$ cat src/rtl/fpga_bootrom_arbiter_if.sv
// Bus bundle between the two boot-ROM requesters (instruction / data) and the ROM macro.
// The arbiter takes the slave view; the testbench side drives through master.
interface fpga_bootrom_arbiter_if #(
  parameter int ADDR_WIDTH = 32,
  parameter int DATA_WIDTH = 32,
  parameter int ROM_AW     = 10
);
  logic                  instr_req_i;
  logic [ADDR_WIDTH-1:0] instr_addr_i;
  logic                  instr_gnt_o;
  logic                  instr_rvalid_o;
  logic [DATA_WIDTH-1:0] instr_rdata_o;

  logic                  data_req_i;
  logic                  data_we_i;
  logic [ADDR_WIDTH-1:0] data_addr_i;
  logic                  data_gnt_o;
  logic                  data_rvalid_o;
  logic                  data_err_o;
  logic [DATA_WIDTH-1:0] data_rdata_o;

  logic                  rom_cen_o;
  logic [ROM_AW-1:0]     rom_addr_o;
  logic [DATA_WIDTH-1:0] rom_rdata_i;

  modport slave (
    input  instr_req_i, instr_addr_i, data_req_i, data_we_i, data_addr_i, rom_rdata_i,
    output instr_gnt_o, instr_rvalid_o, instr_rdata_o,
    output data_gnt_o, data_rvalid_o, data_err_o, data_rdata_o,
    output rom_cen_o, rom_addr_o
  );

  modport master (
    output instr_req_i, instr_addr_i, data_req_i, data_we_i, data_addr_i, rom_rdata_i,
    input  instr_gnt_o, instr_rvalid_o, instr_rdata_o,
    input  data_gnt_o, data_rvalid_o, data_err_o, data_rdata_o,
    input  rom_cen_o, rom_addr_o
  );
endinterface

$ cat src/rtl/fpga_bootrom_arbiter.sv
// Round-robin arbiter sharing one single-port boot ROM between instruction and data ports.
// Grants are combinational; responses arrive exactly one cycle after the grant.
module fpga_bootrom_arbiter #(
  parameter int ADDR_WIDTH = 32,
  parameter int DATA_WIDTH = 32,
  parameter int ROM_AW     = 10
) (
  input  logic                 clk,
  input  logic                 rstn,
  fpga_bootrom_arbiter_if.slave bus
);

  typedef enum logic {
    PORT_INSTR = 1'b0,
    PORT_DATA  = 1'b1
  } port_e;

  port_e last_q;
  port_e resp_port_q;
  logic  resp_valid_q;
  logic  resp_err_q;

  logic instr_gnt;
  logic data_gnt;
  logic data_fault;
  logic rom_access;
  logic resp_live;
  logic instr_resp;
  logic data_resp;

  // Only word-address bits reach the ROM; the rest wrap modulo ROM depth.
  logic [ROM_AW-1:0] instr_word;
  logic [ROM_AW-1:0] data_word;
  logic              unused_addr_bits;

  assign instr_word       = bus.instr_addr_i[ROM_AW+1:2];
  assign data_word        = bus.data_addr_i[ROM_AW+1:2];
  assign unused_addr_bits = ^{bus.instr_addr_i[ADDR_WIDTH-1:ROM_AW+2], bus.instr_addr_i[1:0],
                              bus.data_addr_i[ADDR_WIDTH-1:ROM_AW+2]};

  // Under contention the port that did not win last time goes first.
  assign instr_gnt  = rstn && bus.instr_req_i && (!bus.data_req_i || last_q == PORT_DATA);
  assign data_gnt   = rstn && bus.data_req_i && (!bus.instr_req_i || last_q == PORT_INSTR);
  assign data_fault = bus.data_we_i || (bus.data_addr_i[1:0] != 2'b00);
  assign rom_access = instr_gnt || (data_gnt && !data_fault);

  assign bus.instr_gnt_o = instr_gnt;
  assign bus.data_gnt_o  = data_gnt;
  assign bus.rom_cen_o   = !rom_access;
  assign bus.rom_addr_o  = !rom_access ? '0 : (instr_gnt ? instr_word : data_word);

  always_ff @(posedge clk) begin
    if (!rstn) begin
      resp_valid_q <= 1'b0;
      resp_err_q   <= 1'b0;
      resp_port_q  <= PORT_INSTR;
      last_q       <= PORT_DATA;
    end else begin
      resp_valid_q <= instr_gnt || data_gnt;
      if (instr_gnt || data_gnt) begin
        resp_port_q <= data_gnt ? PORT_DATA : PORT_INSTR;
        resp_err_q  <= data_gnt && data_fault;
        last_q      <= data_gnt ? PORT_DATA : PORT_INSTR;
      end
    end
  end

  // Responses are also masked while reset is held, before the registers clear.
  assign resp_live  = rstn && resp_valid_q;
  assign instr_resp = resp_live && (resp_port_q == PORT_INSTR);
  assign data_resp  = resp_live && (resp_port_q == PORT_DATA);

  assign bus.instr_rvalid_o = instr_resp;
  assign bus.instr_rdata_o  = (instr_resp && !resp_err_q) ? bus.rom_rdata_i : '0;
  assign bus.data_rvalid_o  = data_resp;
  assign bus.data_err_o     = data_resp && resp_err_q;
  assign bus.data_rdata_o   = (data_resp && !resp_err_q) ? bus.rom_rdata_i : '0;

endmodule

$ cat src/flat_wrapper.sv
// flat-port wrapper written by rule: the top's interface ports become plain ports
module fpga_bootrom_arbiter_flat 
#(
  parameter int ADDR_WIDTH = 32,
  parameter int DATA_WIDTH = 32,
  parameter int ROM_AW     = 10
)
  (clk, rstn, bus_instr_req_i, bus_instr_addr_i, bus_data_req_i, bus_data_we_i, bus_data_addr_i, bus_rom_rdata_i, bus_instr_gnt_o, bus_instr_rvalid_o, bus_instr_rdata_o, bus_data_gnt_o, bus_data_rvalid_o, bus_data_err_o, bus_data_rdata_o, bus_rom_cen_o, bus_rom_addr_o);
  fpga_bootrom_arbiter_if #(.ADDR_WIDTH(ADDR_WIDTH), .DATA_WIDTH(DATA_WIDTH), .ROM_AW(ROM_AW)) bus_i ();
  input  logic clk;
  input  logic rstn;
  input wire logic [$bits(bus_i.instr_req_i)-1:0] bus_instr_req_i;
  input wire logic [$bits(bus_i.instr_addr_i)-1:0] bus_instr_addr_i;
  input wire logic [$bits(bus_i.data_req_i)-1:0] bus_data_req_i;
  input wire logic [$bits(bus_i.data_we_i)-1:0] bus_data_we_i;
  input wire logic [$bits(bus_i.data_addr_i)-1:0] bus_data_addr_i;
  input wire logic [$bits(bus_i.rom_rdata_i)-1:0] bus_rom_rdata_i;
  output wire logic [$bits(bus_i.instr_gnt_o)-1:0] bus_instr_gnt_o;
  output wire logic [$bits(bus_i.instr_rvalid_o)-1:0] bus_instr_rvalid_o;
  output wire logic [$bits(bus_i.instr_rdata_o)-1:0] bus_instr_rdata_o;
  output wire logic [$bits(bus_i.data_gnt_o)-1:0] bus_data_gnt_o;
  output wire logic [$bits(bus_i.data_rvalid_o)-1:0] bus_data_rvalid_o;
  output wire logic [$bits(bus_i.data_err_o)-1:0] bus_data_err_o;
  output wire logic [$bits(bus_i.data_rdata_o)-1:0] bus_data_rdata_o;
  output wire logic [$bits(bus_i.rom_cen_o)-1:0] bus_rom_cen_o;
  output wire logic [$bits(bus_i.rom_addr_o)-1:0] bus_rom_addr_o;
  assign bus_i.instr_req_i = bus_instr_req_i;
  assign bus_i.instr_addr_i = bus_instr_addr_i;
  assign bus_i.data_req_i = bus_data_req_i;
  assign bus_i.data_we_i = bus_data_we_i;
  assign bus_i.data_addr_i = bus_data_addr_i;
  assign bus_i.rom_rdata_i = bus_rom_rdata_i;
  assign bus_instr_gnt_o = bus_i.instr_gnt_o;
  assign bus_instr_rvalid_o = bus_i.instr_rvalid_o;
  assign bus_instr_rdata_o = bus_i.instr_rdata_o;
  assign bus_data_gnt_o = bus_i.data_gnt_o;
  assign bus_data_rvalid_o = bus_i.data_rvalid_o;
  assign bus_data_err_o = bus_i.data_err_o;
  assign bus_data_rdata_o = bus_i.data_rdata_o;
  assign bus_rom_cen_o = bus_i.rom_cen_o;
  assign bus_rom_addr_o = bus_i.rom_addr_o;
  fpga_bootrom_arbiter #(.ADDR_WIDTH(ADDR_WIDTH), .DATA_WIDTH(DATA_WIDTH), .ROM_AW(ROM_AW)) u_core (.clk(clk), .rstn(rstn), .bus(bus_i));
endmodule
$ cat config.mk
export PLATFORM = sky130hd
export DESIGN_NAME = fpga_bootrom_arbiter_flat
export DESIGN_NICKNAME = d
export VERILOG_FILES = /design/src/rtl/fpga_bootrom_arbiter_if.sv /design/src/rtl/fpga_bootrom_arbiter.sv /design/src/flat_wrapper.sv
export SDC_FILE = /design/constraint.sdc
export NUM_CORES = 1
export LEC_CHECK = 0
export BUFFER_PORTS_ARGS = -buffer_cell sky130_fd_sc_hd__buf_2
export CORE_AREA = 2 2 71 73
export CTS_CLUSTER_DIAMETER = 80
export DETAILED_ROUTE_END_ITERATION = 6
export DIE_AREA = 0 0 73 75
export GPL_TIMING_DRIVEN = 0
export PLACE_DENSITY_LB_ADDON = 0.12
export SLEW_MARGIN = 30
export SYNTH_ARGS = -nofsm -noshare
export SYNTH_HDL_FRONTEND = slang
export SYNTH_SLANG_ARGS = --single-unit
$ cat constraint.sdc
create_clock -name clk -period 1.6 [get_ports clk]
set_input_delay 0.32 -clock clk [delete_from_list [all_inputs] [get_ports clk]]
set_output_delay 0.32 -clock clk [all_outputs]
set_load 0.01 [all_outputs]
==> summary.md, run 1 <==
| Metric | Value |
|---|---|
| Synth cell types | 24 |
| GR Util met2 | 24.9% |
| Clk slew on worst S/H paths | 0.03 ns |
| RSZ-0062 raised after global routing | true |
| Residual DRC | 0 |
| Vias per std cell | 4.53 |
| Cell count after synthesis | 132 |
| Post-synth EDFFs | 0 |
| Syn nets | 233 |
| Total die area | 5480 um^2 |
| Vias in the first global route | 1217 |
| FF+latch count, synth | 4 |
| Fin nets | 386 |
| Max-cap violations | 0 |
| First-pass GRT wire length | 5250 um |
| CTS buffer count | 3 |
| CTS tree | done |
| WL final | 4830 um |
| Fmax | 587 MHz |
| Layout Skew | 0.00150 ns |
| Total power | 0.742 mW |
| GR Layer Usage met3 | 1.20% |
| Reg2Reg Setup Slack | 0.67 ns |
| # rows | 25 |
| Placeable Area | 4660 um^2 |
| Busiest grt layer | met2 |
| Fin crit period | 1.70 ns |
| Rel. slew slack | 72.3% |
| Failing checks | negative setup slack |
| Layout cells sized above 1 | 83.0% |
| Worst vdd ir | 0.178 mV |
| Initial DRC Count | 22 |
| All-Layer GR Usage | 12.0% |
| CP endpoint kind | output port |
| Worst Hold Class | in2reg |
| CTS max path bufs | 2 |
| Die Wd | 73 um |
| CP required | 1.28 ns |
| Hold endpoint | u_core.last_q$_SDFFE_PN1P_ |
| Largest net degree at the start of global routing | 11 |
| Fin crit share | 106% |
| # IOs | 181 |
| RR Endpoint | u_core.resp_port_q$_SDFFE_PN0P_ |
| Layout Utilization | 51.3% |
| Yosys warns | 0 |
| Area Growth Syn to Fin | 158% |
| Starting Density | 19.9% |
| Mapped Area | 928 um^2 |
| WL/cell | 14.3 um |
| Initial DRT Pass Iterations | 4 |
| Top FF cell, synth | dfxtp_1 |
| Crit path max fanout | 4 |
| Cell count of the worst reg-to-reg path | 3 |
| Detailed-route via count | 1527 |
| Register area share after synthesis | 8.63% |
| Final setup fails | 62 |
| Async SR Flop Fraction | 0% |
| Worst-Skew Late Latency | 0.21 ns |
| DP Cell Count | 323 |
| Worst flop-to-flop path startpoint | u_core.last_q$_SDFFE_PN1P_ |
| Gpl congestion | 0.718 |
| Crit path kind | reg2out |
| Height of the die | 75 um |
| Port bufs | 137 |
| Worst-Margin Slew | 0.415 ns |
| CTS H-Tree Depth | 1 |
| Hold path cells | 2 |
| Initial antenna violation count | 0 |
| Fin cells | 337 |
| Root buffer cell | clkbuf_8 |
| Post-route ant nets | 0 |
| Critical path arrival | 1.38 ns |
| Post-CTS Hold Fix Bufs | 0 |
| Clock sink count | 4 |
| Status | complete, but fails checks |
| Setup crit start kind | flip-flop |
| Beginning of the worst hold path | rstn |
| Cell Pwr Density | 310 nW/um^2 |
| Finished Cell Area | 2390 um^2 |
| Max Slew Vio Count | 0 |
| Lkg Pwr | 1.27 nW |
| N_diodes | 0 |
| Met1 GRT Util | 12.0% |
| Post-DP HPWL | 3020 um |
| Hold Fails Final Rpt | 0 |
| Syn Area/Cell | 7.03 um^2 |
| Grt ovf | 0 |
| Placed inst area | 1680 um^2 |
| Final WS setup | -0.103 ns |
per-stage QoR:
step	setup WS (ns)	hold slack, ns	setup TNS [ns]
after detailed placement	-0.150	0.506	-4.52
after CTS	-0.112	0.339	-3.02
after floorplan	0.110	0.452	0
final	-0.103	0.349	-3.70
after global routing	-0.184	0.362	-8.10
after global placement	-0.171	0.495	-3.66
worst max-delay path: stages (launching register included):
cell	delay, ns
dfxtp_4	0.35
nor2b_4	0.05
or3b_2	0.47
a21oi_1	0.15
buf_2	0.15
Yosys cell counts, types with 2 or more instances:
master	n	area share (%)
a21oi_1	10	5.4
and2_1	65	44
and3_1	2	1.3
buf_2	2	1.1
buf_4	2	1.6
buf_6	5	6.1
clkbuf_2	3	1.6
dfxtp_1	4	8.6
nand2_1	4	1.6
nor2_1	2	0.81
o211ai_1	10	8.1
o21ai_0	3	1.6
or3b_1	9	8.5
worst max-delay path by stage:
stage | endpoint | start | slack [ns] | cells after the start
2_1_floorplan | bus_rom_addr_o[0] | rstn | 0.11 | 5
3_3_place_gp | bus_rom_addr_o[4] | bus_data_addr_i[1] | -0.17 | 6
3_5_place_dp | bus_rom_addr_o[3] | bus_data_addr_i[1] | -0.15 | 6
4_1_cts | bus_rom_addr_o[1] | u_core.last_q$_SDFFE_PN1P_ | -0.11 | 5
5_1_grt | bus_rom_addr_o[1] | u_core.last_q$_SDFFE_PN1P_ | -0.18 | 6
6_report | bus_rom_addr_o[9] | u_core.last_q$_SDFFE_PN1P_ | -0.10 | 4
flip-flops by register name (all words and copies together), names as in the netlist:
name	cells
u_core.last_q	1
u_core.resp_err_q	1
u_core.resp_port_q	1
u_core.resp_valid_q	1
what timing repair did:
| action | CTS | global route |
|---|---|---|
| buffers inserted | 5 | 0 |
| gates cloned | 6 | 1 |
| setup endpoints to repair | 70 | 65 |
| hold endpoints to repair | 0 | 0 |
| gates resized for setup | 40 | 104 |
| pin swaps | 41 | 37 |
cell usage in the layout (no fill, tap or decap), types with 2 or more instances in the layout:
cell type / n
buf_4: 4
dfxtp_2: 2
clkbuf_8: 3
o21ai_1: 2
nand2_1: 3
a21oi_1: 6
and2_1: 13
a21oi_2: 4
buf_2: 87
or3b_4: 3
dfxtp_4: 2
nand2_4: 2
buf_8: 2
buf_6: 66
o211ai_1: 10
nor2_1: 2
or3b_1: 6
and2_4: 52
cell type report:
| cell class | instances | area, um^2 |
|---|---|---|
| clock buffer | 3 | 41.3 |
| inverter | 1 | 3.75 |
| timing repair buffer | 149 | 1150 |
| buffer | 12 | 119 |
| tap | 54 | 67.6 |
| sequential | 4 | 90.1 |
| multi-input combinational | 114 | 921 |
| fill | 417 | 2270 |
power by group:
part | internal, mW | switching, mW
clock | 0.160 | 0.0469
sequential | 0.108 | 0.00819
combinational | 0.241 | 0.178
total | 0.509 | 0.233
cell families after synthesis:
group | after synthesis | synth area share [%]
buffers and inverters | 14 | 11.2
DFF | 4 | 8.63
AOI/OAI and AO/OA | 25 | 16.8
and+or+nand+nor | 89 | 63.3
metal layers:
layer | vias up | wire length (um)
met5 | - | 0
met4 | 0 | 113
met3 | 10 | 409
met2 | 99 | 2670
met1 | 673 | 1630
li1 | 745 | -
No activity file was read; power rests on OpenSTA's default activity.
==> run 2: changes to the inputs <==
CELL_PAD_IN_SITES_DETAIL_PLACEMENT = 1   (was not set)
CELL_PAD_IN_SITES_GLOBAL_PLACEMENT = 1   (was not set)
CORE_AREA = 2 2 85 87   (was 2 2 71 73)
DIE_AREA = 0 0 87 89   (was 0 0 73 75)
==> run 2 against run 1 <==
Net effect: the run still ends with negative setup slack left; hold slack worse by 0.011 ns; register-to-register slack worse by 0.02 ns; setup slack better by 0.0067 ns; first-iteration DRC count is 32% lower; sequential share of layout area is 0.25 points lower; clock skew hardly changed; sequential power hardly changed; core utilization is 14 points lower; sequential cell count stayed put; die area is 41% higher; clock-buffer cell count stayed put; non-clock buffer count is 3 higher.
==> summary.md, run 2 (synthesis results as in run 1) <==
| Metric | Value |
|---|---|
| Initial DRT Pass Iterations | 3 (was 4) |
| Worst vdd ir | 0.358 mV (was 0.178 mV) |
| Initial DRC Count | 15 (was 22) |
| Vias in the first global route | 1529 (was 1217) |
| Multi-input logic area | 926 um^2 (was 921 um^2) |
| Worst Hold Class | in2reg (unchanged) |
| Area Growth Syn to Fin | 172% (was 158%) |
| Fin nets | 389 (was 386) |
| Failing checks | negative setup slack (unchanged) |
| CTS max path bufs | 2 (unchanged) |
| CTS tree | done (unchanged) |
| Post-CTS Hold Fix Bufs | 0 (unchanged) |
| Clock sink count | 4 (unchanged) |
| Placeable Area | 6720 um^2 (was 4660 um^2) |
| Cell Pwr Density | 310 nW/um^2 (about the same) |
| Cell count of the worst reg-to-reg path | 3 (unchanged) |
| First-pass GRT wire length | 7530 um (was 5250 um) |
| Initial antenna violation count | 0 (unchanged) |
| Setup crit start kind | flip-flop (unchanged) |
| Max Slew Vio Count | 0 (unchanged) |
| Fmax | 589 MHz (was 587 MHz) |
| Crit path max fanout | 5 (was 4) |
| Fin crit period | 1.70 ns (about the same) |
| Slowest stage cell, crit path | or3b_1 (was or3b_2) |
| Root buffer cell | clkbuf_8 (unchanged) |
| Net Sw Frac | 31.9% (was 31.4%) |
| Final WS setup | -0.0966 ns (was -0.103 ns) |
| Lkg Pwr | 1.30 nW (was 1.27 nW) |
| Detailed-route via count | 1527 (unchanged) |
| Placed inst area | 1710 um^2 (was 1680 um^2) |
| Share of total power in the clock network | 27.5% (was 27.9%) |
| Fin crit share | 106% (about the same) |
| Grt ovf | 0 (unchanged) |
| Die Wd | 87 um (was 73 um) |
| CTS buffer count | 3 (unchanged) |
| Clk slew on worst S/H paths | 0.03 ns (about the same) |
| Rel. slew slack | 80.9% (was 72.3%) |
| Layout Skew | 0.00124 ns (was 0.00150 ns) |
| # rows | 30 (was 25) |
| Hold Fails Final Rpt | 0 (unchanged) |
| Total power | 0.783 mW (was 0.742 mW) |
| Critical Path End | bus_rom_addr_o[6] (was bus_rom_addr_o[9]) |
| Reg power frac | 14.6% (was 15.6%) |
| Gpl congestion | 0.688 (was 0.718) |
| Worst Setup SP | u_core.last_q$_SDFFE_PN1P_ (unchanged) |
| Crit path kind | reg2out (unchanged) |
| Worst Hold Slack | 0.338 ns (was 0.349 ns) |
| Layout cells sized above 1 | 85.0% (was 83.0%) |
| All-Layer GR Usage | 11.9% (was 12.0%) |
| CTS H-Tree Depth | 1 (unchanged) |
| WL final | 5560 um (was 4830 um) |
| Residual DRC | 0 (unchanged) |
| Fillcell total | 795 (was 417) |
| N_diodes | 0 (unchanged) |
| Final setup fails | 72 (was 62) |
| CP required | 1.28 ns (about the same) |
| Comb power frac | 57.9% (was 56.5%) |
| CP endpoint kind | output port (unchanged) |
| CP max stage delay | 0.37 ns (was 0.47 ns) |
| Sequential Area | 88.8 um^2 (was 90.1 um^2) |
| Starting Density | 13.8% (was 19.9%) |
| Cell internal pwr | 0.534 mW (was 0.509 mW) |
| Critical path arrival | 1.38 ns (about the same) |
| Post-route ant nets | 0 (unchanged) |
| # IOs | 181 (unchanged) |
| Post-DP HPWL | 3810 um (was 3020 um) |
| Port bufs | 137 (unchanged) |
| Critical path cell sequence | nor2b_4, buf_6, or3b_1, a21oi_1, buf_2 (was nor2b_4, or3b_2, a21oi_1, buf_2) |
| Worst-Skew Late Latency | 0.22 ns (was 0.21 ns) |
| Worst flop-to-flop path startpoint | u_core.last_q$_SDFFE_PN1P_ (unchanged) |
| RR Endpoint | u_core.resp_port_q$_SDFFE_PN0P_ (unchanged) |
| RSZ-0062 raised after global routing | true (unchanged) |
| Height of the die | 89 um (was 75 um) |
| Status | complete, but fails checks (unchanged) |
| Commonest cells after routing, fill and taps aside | buf_2, buf_6, and2_4 (unchanged) |
| Sw power | 0.250 mW (was 0.233 mW) |
| Reg2Reg Setup Slack | 0.65 ns (was 0.67 ns) |
| WL/cell | 15.2 um (was 14.3 um) |
| Finished Cell Area | 2530 um^2 (was 2390 um^2) |
| Total die area | 7740 um^2 (was 5480 um^2) |
| Max-cap violations | 0 (unchanged) |
| Largest net degree at the start of global routing | 11 (unchanged) |
| Vias per std cell | 4.17 (was 4.53) |
| Worst-Margin Slew | 0.284 ns (was 0.415 ns) |
| Commonest non-fill, non-tap cell in the layout | buf_2 (unchanged) |
## run 2: layout make-up
class                      count  share of cell area (%)
timing repair buffer         151                    48.7
inverter                       1                   0.149
tap                           80                    3.96
sequential                     4                    3.51
multi-input combinational    114                    36.6
clock buffer                   3                    1.63
buffer                        13                    5.45
## run 2: layer usage
| layer | routed length (um) | part of all wire [%] | track usage [%] |
|---|---|---|---|
| met4 | 9 | 0.16 | 2.13 |
| met2 | 2810 | 51 | 21.8 |
| met5 | 0 | 0 | 0 |
| met1 | 2200 | 39 | 14.2 |
| met3 | 543 | 9.8 | 3.05 |
## run 2: worst min path at each step
stage                                         startpoint                             end  slack [ns]  cells past startpoint
after floorplan                           bus_data_req_i      u_core.last_q$_SDFFE_PN1P_        0.45                      2
after global placement    u_core.resp_err_q$_SDFFE_PN0P_  u_core.resp_err_q$_SDFFE_PN0P_        0.49                      2
after detailed placement  u_core.resp_err_q$_SDFFE_PN0P_  u_core.resp_err_q$_SDFFE_PN0P_        0.51                      2
after CTS                                           rstn      u_core.last_q$_SDFFE_PN1P_        0.34                      2
after global routing                                rstn      u_core.last_q$_SDFFE_PN1P_        0.34                      2
final                                               rstn      u_core.last_q$_SDFFE_PN1P_        0.34                      2
## run 2: worst max-delay path: cells and delay by family, from the launching register on
family | cells | cell delay (ns)
buffers and inverters | 2 | 0.26
AO/OA/AOI/OAI | 1 | 0.12
flip-flops | 1 | 0.35
AND/OR/NAND/NOR | 2 | 0.42
## run 2: what timing repair did
item | 4_1_cts | 5_1_grt
buffers inserted | 6 | 0
pin swaps | 66 | 13
cloned | 8 | 0
resized for setup | 90 | 77
endpoints found under the setup margin | 72 | 75
## run 2: per-stage QoR
step / instances / worst slack, ns / util, % / TNS, ns
after floorplan: 132 / 0.110 / - / 0
after global placement: 349 / -0.187 / 25.5 / -5.59
after detailed placement: 349 / -0.177 / 25.5 / -6.11
after CTS: 366 / -0.126 / 33.1 / -5.55
after global routing: 366 / -0.162 / 37.6 / -9.11
final: 366 / -0.0966 / 37.6 / -4.40
## run 2: power by group through the flow
stage | Clock [mW] | Combinational, mW | Sequential [mW]
6_report | 0.216 | 0.453 | 0.114
5_1_grt | 0.236 | 0.489 | 0.116
4_1_cts | 0.225 | 0.394 | 0.115
3_5_place_dp | 0 | 0.293 | 0.115
3_3_place_gp | 0 | 0.292 | 0.115
2_1_floorplan | 0 | 0.141 | 0.114
==> run 3: changes to the inputs <==
GPL_ROUTABILITY_DRIVEN = 0   (was not set)
PLACE_DENSITY = 0.85   (was not set)
PLACE_DENSITY_LB_ADDON = not set   (was 0.12)
==> run 3 against run 2 <==
Net effect: the run still ends with negative setup slack left; clock power is 3% lower; setup slack worse by 0.032 ns; sequential power hardly changed; hold slack better by 0.0048 ns; routed wire length is 0.63% higher; critical path type unchanged; critical endpoint is now bus_instr_rdata_o[27].
==> summary.md, run 3 (synthesis results as in run 1) <==
| Metric | Value |
|---|---|
| Comb power frac | 57.8% (was 57.9%) |
| Max Slew Vio Count | 0 (unchanged) |
| Grt ovf | 0 (unchanged) |
| Cell count of the worst reg-to-reg path | 3 (unchanged) |
| Rel. slew slack | 82.2% (was 80.9%) |
| Total die area | 7740 um^2 (unchanged) |
| N_diodes | 0 (unchanged) |
| Sequential Area | 86.3 um^2 (was 88.8 um^2) |
| Fin nets | 389 (unchanged) |
| All-Layer GR Usage | 12.6% (was 11.9%) |
| WL final | 5600 um (was 5560 um) |
| Height of the die | 89 um (unchanged) |
| Initial antenna violation count | 0 (unchanged) |
| Area Growth Syn to Fin | 167% (was 172%) |
| Setup crit start kind | flip-flop (unchanged) |
| Lkg Pwr | 1.29 nW (was 1.30 nW) |
| Final setup fails | 74 (was 72) |
| Share of total power in the clock network | 27.2% (was 27.5%) |
| Starting Density | 13.8% (unchanged) |
| Post-route ant nets | 0 (unchanged) |
| Sw power | 0.244 mW (was 0.250 mW) |
| Clock sink count | 4 (unchanged) |
| CP endpoint kind | output port (unchanged) |
| Commonest cells after routing, fill and taps aside | buf_2, buf_6, and2_4 (unchanged) |
| Worst vdd ir | 0.284 mV (was 0.358 mV) |
| First-pass GRT wire length | 7660 um (was 7530 um) |
| Reg2Reg Setup Slack | 0.65 ns (about the same) |
| Fin crit period | 1.73 ns (was 1.70 ns) |
| Critical Path End | bus_instr_rdata_o[27] (was bus_rom_addr_o[6]) |
| Status | complete, but fails checks (unchanged) |
| Placeable Area | 6720 um^2 (unchanged) |
| Initial DRC Count | 36 (was 15) |
| Die Wd | 87 um (unchanged) |
| CTS tree | done (unchanged) |
| # rows | 30 (unchanged) |
| WL/cell | 15.3 um (was 15.2 um) |
| Max-cap violations | 0 (unchanged) |
| Residual DRC | 0 (unchanged) |
| Total power | 0.769 mW (was 0.783 mW) |
| Vias in the first global route | 1614 (was 1529) |
| CTS max path bufs | 2 (unchanged) |
| RR Endpoint | u_core.resp_port_q$_SDFFE_PN0P_ (unchanged) |
| Failing checks | negative setup slack (unchanged) |
| Root buffer cell | clkbuf_8 (unchanged) |
| Layout Skew | 0.00187 ns (was 0.00124 ns) |
| Worst-Skew Late Latency | 0.22 ns (about the same) |
| CTS H-Tree Depth | 1 (unchanged) |
| Multi-input logic area | 902 um^2 (was 926 um^2) |
| Finished Cell Area | 2470 um^2 (was 2530 um^2) |
| # IOs | 181 (unchanged) |
| Detailed-route via count | 1584 (was 1527) |
| Port bufs | 137 (unchanged) |
| Fillcell total | 794 (was 795) |
| Crit path kind | reg2out (unchanged) |
| Worst flop-to-flop path startpoint | u_core.last_q$_SDFFE_PN1P_ (unchanged) |
| Worst Setup SP | u_core.resp_port_q$_SDFFE_PN0P_ (was u_core.last_q$_SDFFE_PN1P_) |
| Fin crit share | 108% (was 106%) |
| CP required | 1.28 ns (about the same) |
| Cell Pwr Density | 311 nW/um^2 (was 310 nW/um^2) |
| Fmax | 579 MHz (was 589 MHz) |
| Place WS | -0.246 ns (was -0.177 ns) |
| Initial DRT Pass Iterations | 4 (was 3) |
| Crit path max fanout | 10 (was 5) |
| Net Sw Frac | 31.7% (was 31.9%) |
| RSZ-0062 raised after global routing | true (unchanged) |
| Vias per std cell | 4.33 (was 4.17) |
| Layout cells sized above 1 | 81.1% (was 85.0%) |
| Post-CTS Hold Fix Bufs | 0 (unchanged) |
| CTS buffer count | 3 (unchanged) |
| Largest net degree at the start of global routing | 11 (unchanged) |
| Placed inst area | 1710 um^2 (unchanged) |
| Final WS setup | -0.128 ns (was -0.0966 ns) |
| Post-DP HPWL | 3790 um (was 3810 um) |
| Critical path arrival | 1.41 ns (was 1.38 ns) |
| Commonest non-fill, non-tap cell in the layout | buf_2 (unchanged) |
| Reg power frac | 15.1% (was 14.6%) |
| Clk slew on worst S/H paths | 0.03 ns (about the same) |
| Hold Fails Final Rpt | 0 (unchanged) |
| Cell internal pwr | 0.525 mW (was 0.534 mW) |
| Worst-Margin Slew | 0.266 ns (was 0.284 ns) |
| Worst Hold Class | in2reg (unchanged) |
run 3: final cells by class:
| type | count | share of cell area, % |
|---|---|---|
| plain buffers | 13 | 6.52 |
| clock buffers | 3 | 1.67 |
| inverters | 1 | 0.152 |
| multi-input cells | 114 | 36.5 |
| flip-flops and latches | 4 | 3.49 |
| well taps | 80 | 4.04 |
| repair buffers | 151 | 47.7 |
run 3: per-stage QoR:
step	hold slack, ns	instances	TNS [ns]	utilization (%)
finish	0.343	366	-7.03	36.8
global route	0.353	366	-11.50	36.8
CTS	0.341	364	-6.00	33.7
detailed placement	0.503	349	-7.14	25.5
global placement	0.495	349	-6.79	25.5
floorplan	0.452	132	0	-
run 3: worst min-delay path by stage:
stage / startpoint / slack (ns) / endpoint / cells past startpoint
after floorplan: bus_data_req_i / 0.45 / u_core.last_q$_SDFFE_PN1P_ / 2
after global placement: u_core.resp_err_q$_SDFFE_PN0P_ / 0.49 / u_core.resp_err_q$_SDFFE_PN0P_ / 2
after detailed placement: u_core.resp_err_q$_SDFFE_PN0P_ / 0.50 / u_core.resp_err_q$_SDFFE_PN0P_ / 2
after CTS: rstn / 0.34 / u_core.last_q$_SDFFE_PN1P_ / 2
after global routing: rstn / 0.35 / u_core.last_q$_SDFFE_PN1P_ / 2
final: rstn / 0.34 / u_core.last_q$_SDFFE_PN1P_ / 2
run 3: per-layer routing:
layer  track usage (%)  vias to the layer above  routed length, um
li1                  -                      747                  -
met1              12.7                      722               2090
met2              26.1                      113               2930
met3              3.23                        2                559
met4              1.70                        0                 13
met5                 0                        -                  0
run 3: repair_timing:
action | 4_1_cts | 5_1_grt
setup endpoints to repair | 72 | 75
cloned | 6 | 1
hold endpoints to repair | 0 | 0
buffers inserted | 6 | 1
resized for setup | 93 | 46
pin swaps | 70 | 4
run 3: worst max-delay path, stage by stage (launching register included):
cell	delay [ns]
dfxtp_4	0.34
buf_12	0.12
nor3_4	0.19
buf_12	0.16
buf_8	0.12
and2_1	0.13
buf_2	0.13
run 3: power by group through the flow:
stage | combinational, mW | sequential (mW) | clock, mW
2_1_floorplan | 0.141 | 0.114 | 0
3_3_place_gp | 0.286 | 0.115 | 0
3_5_place_dp | 0.296 | 0.116 | 0
4_1_cts | 0.409 | 0.116 | 0.212
5_1_grt | 0.479 | 0.117 | 0.225
6_report | 0.444 | 0.116 | 0.209
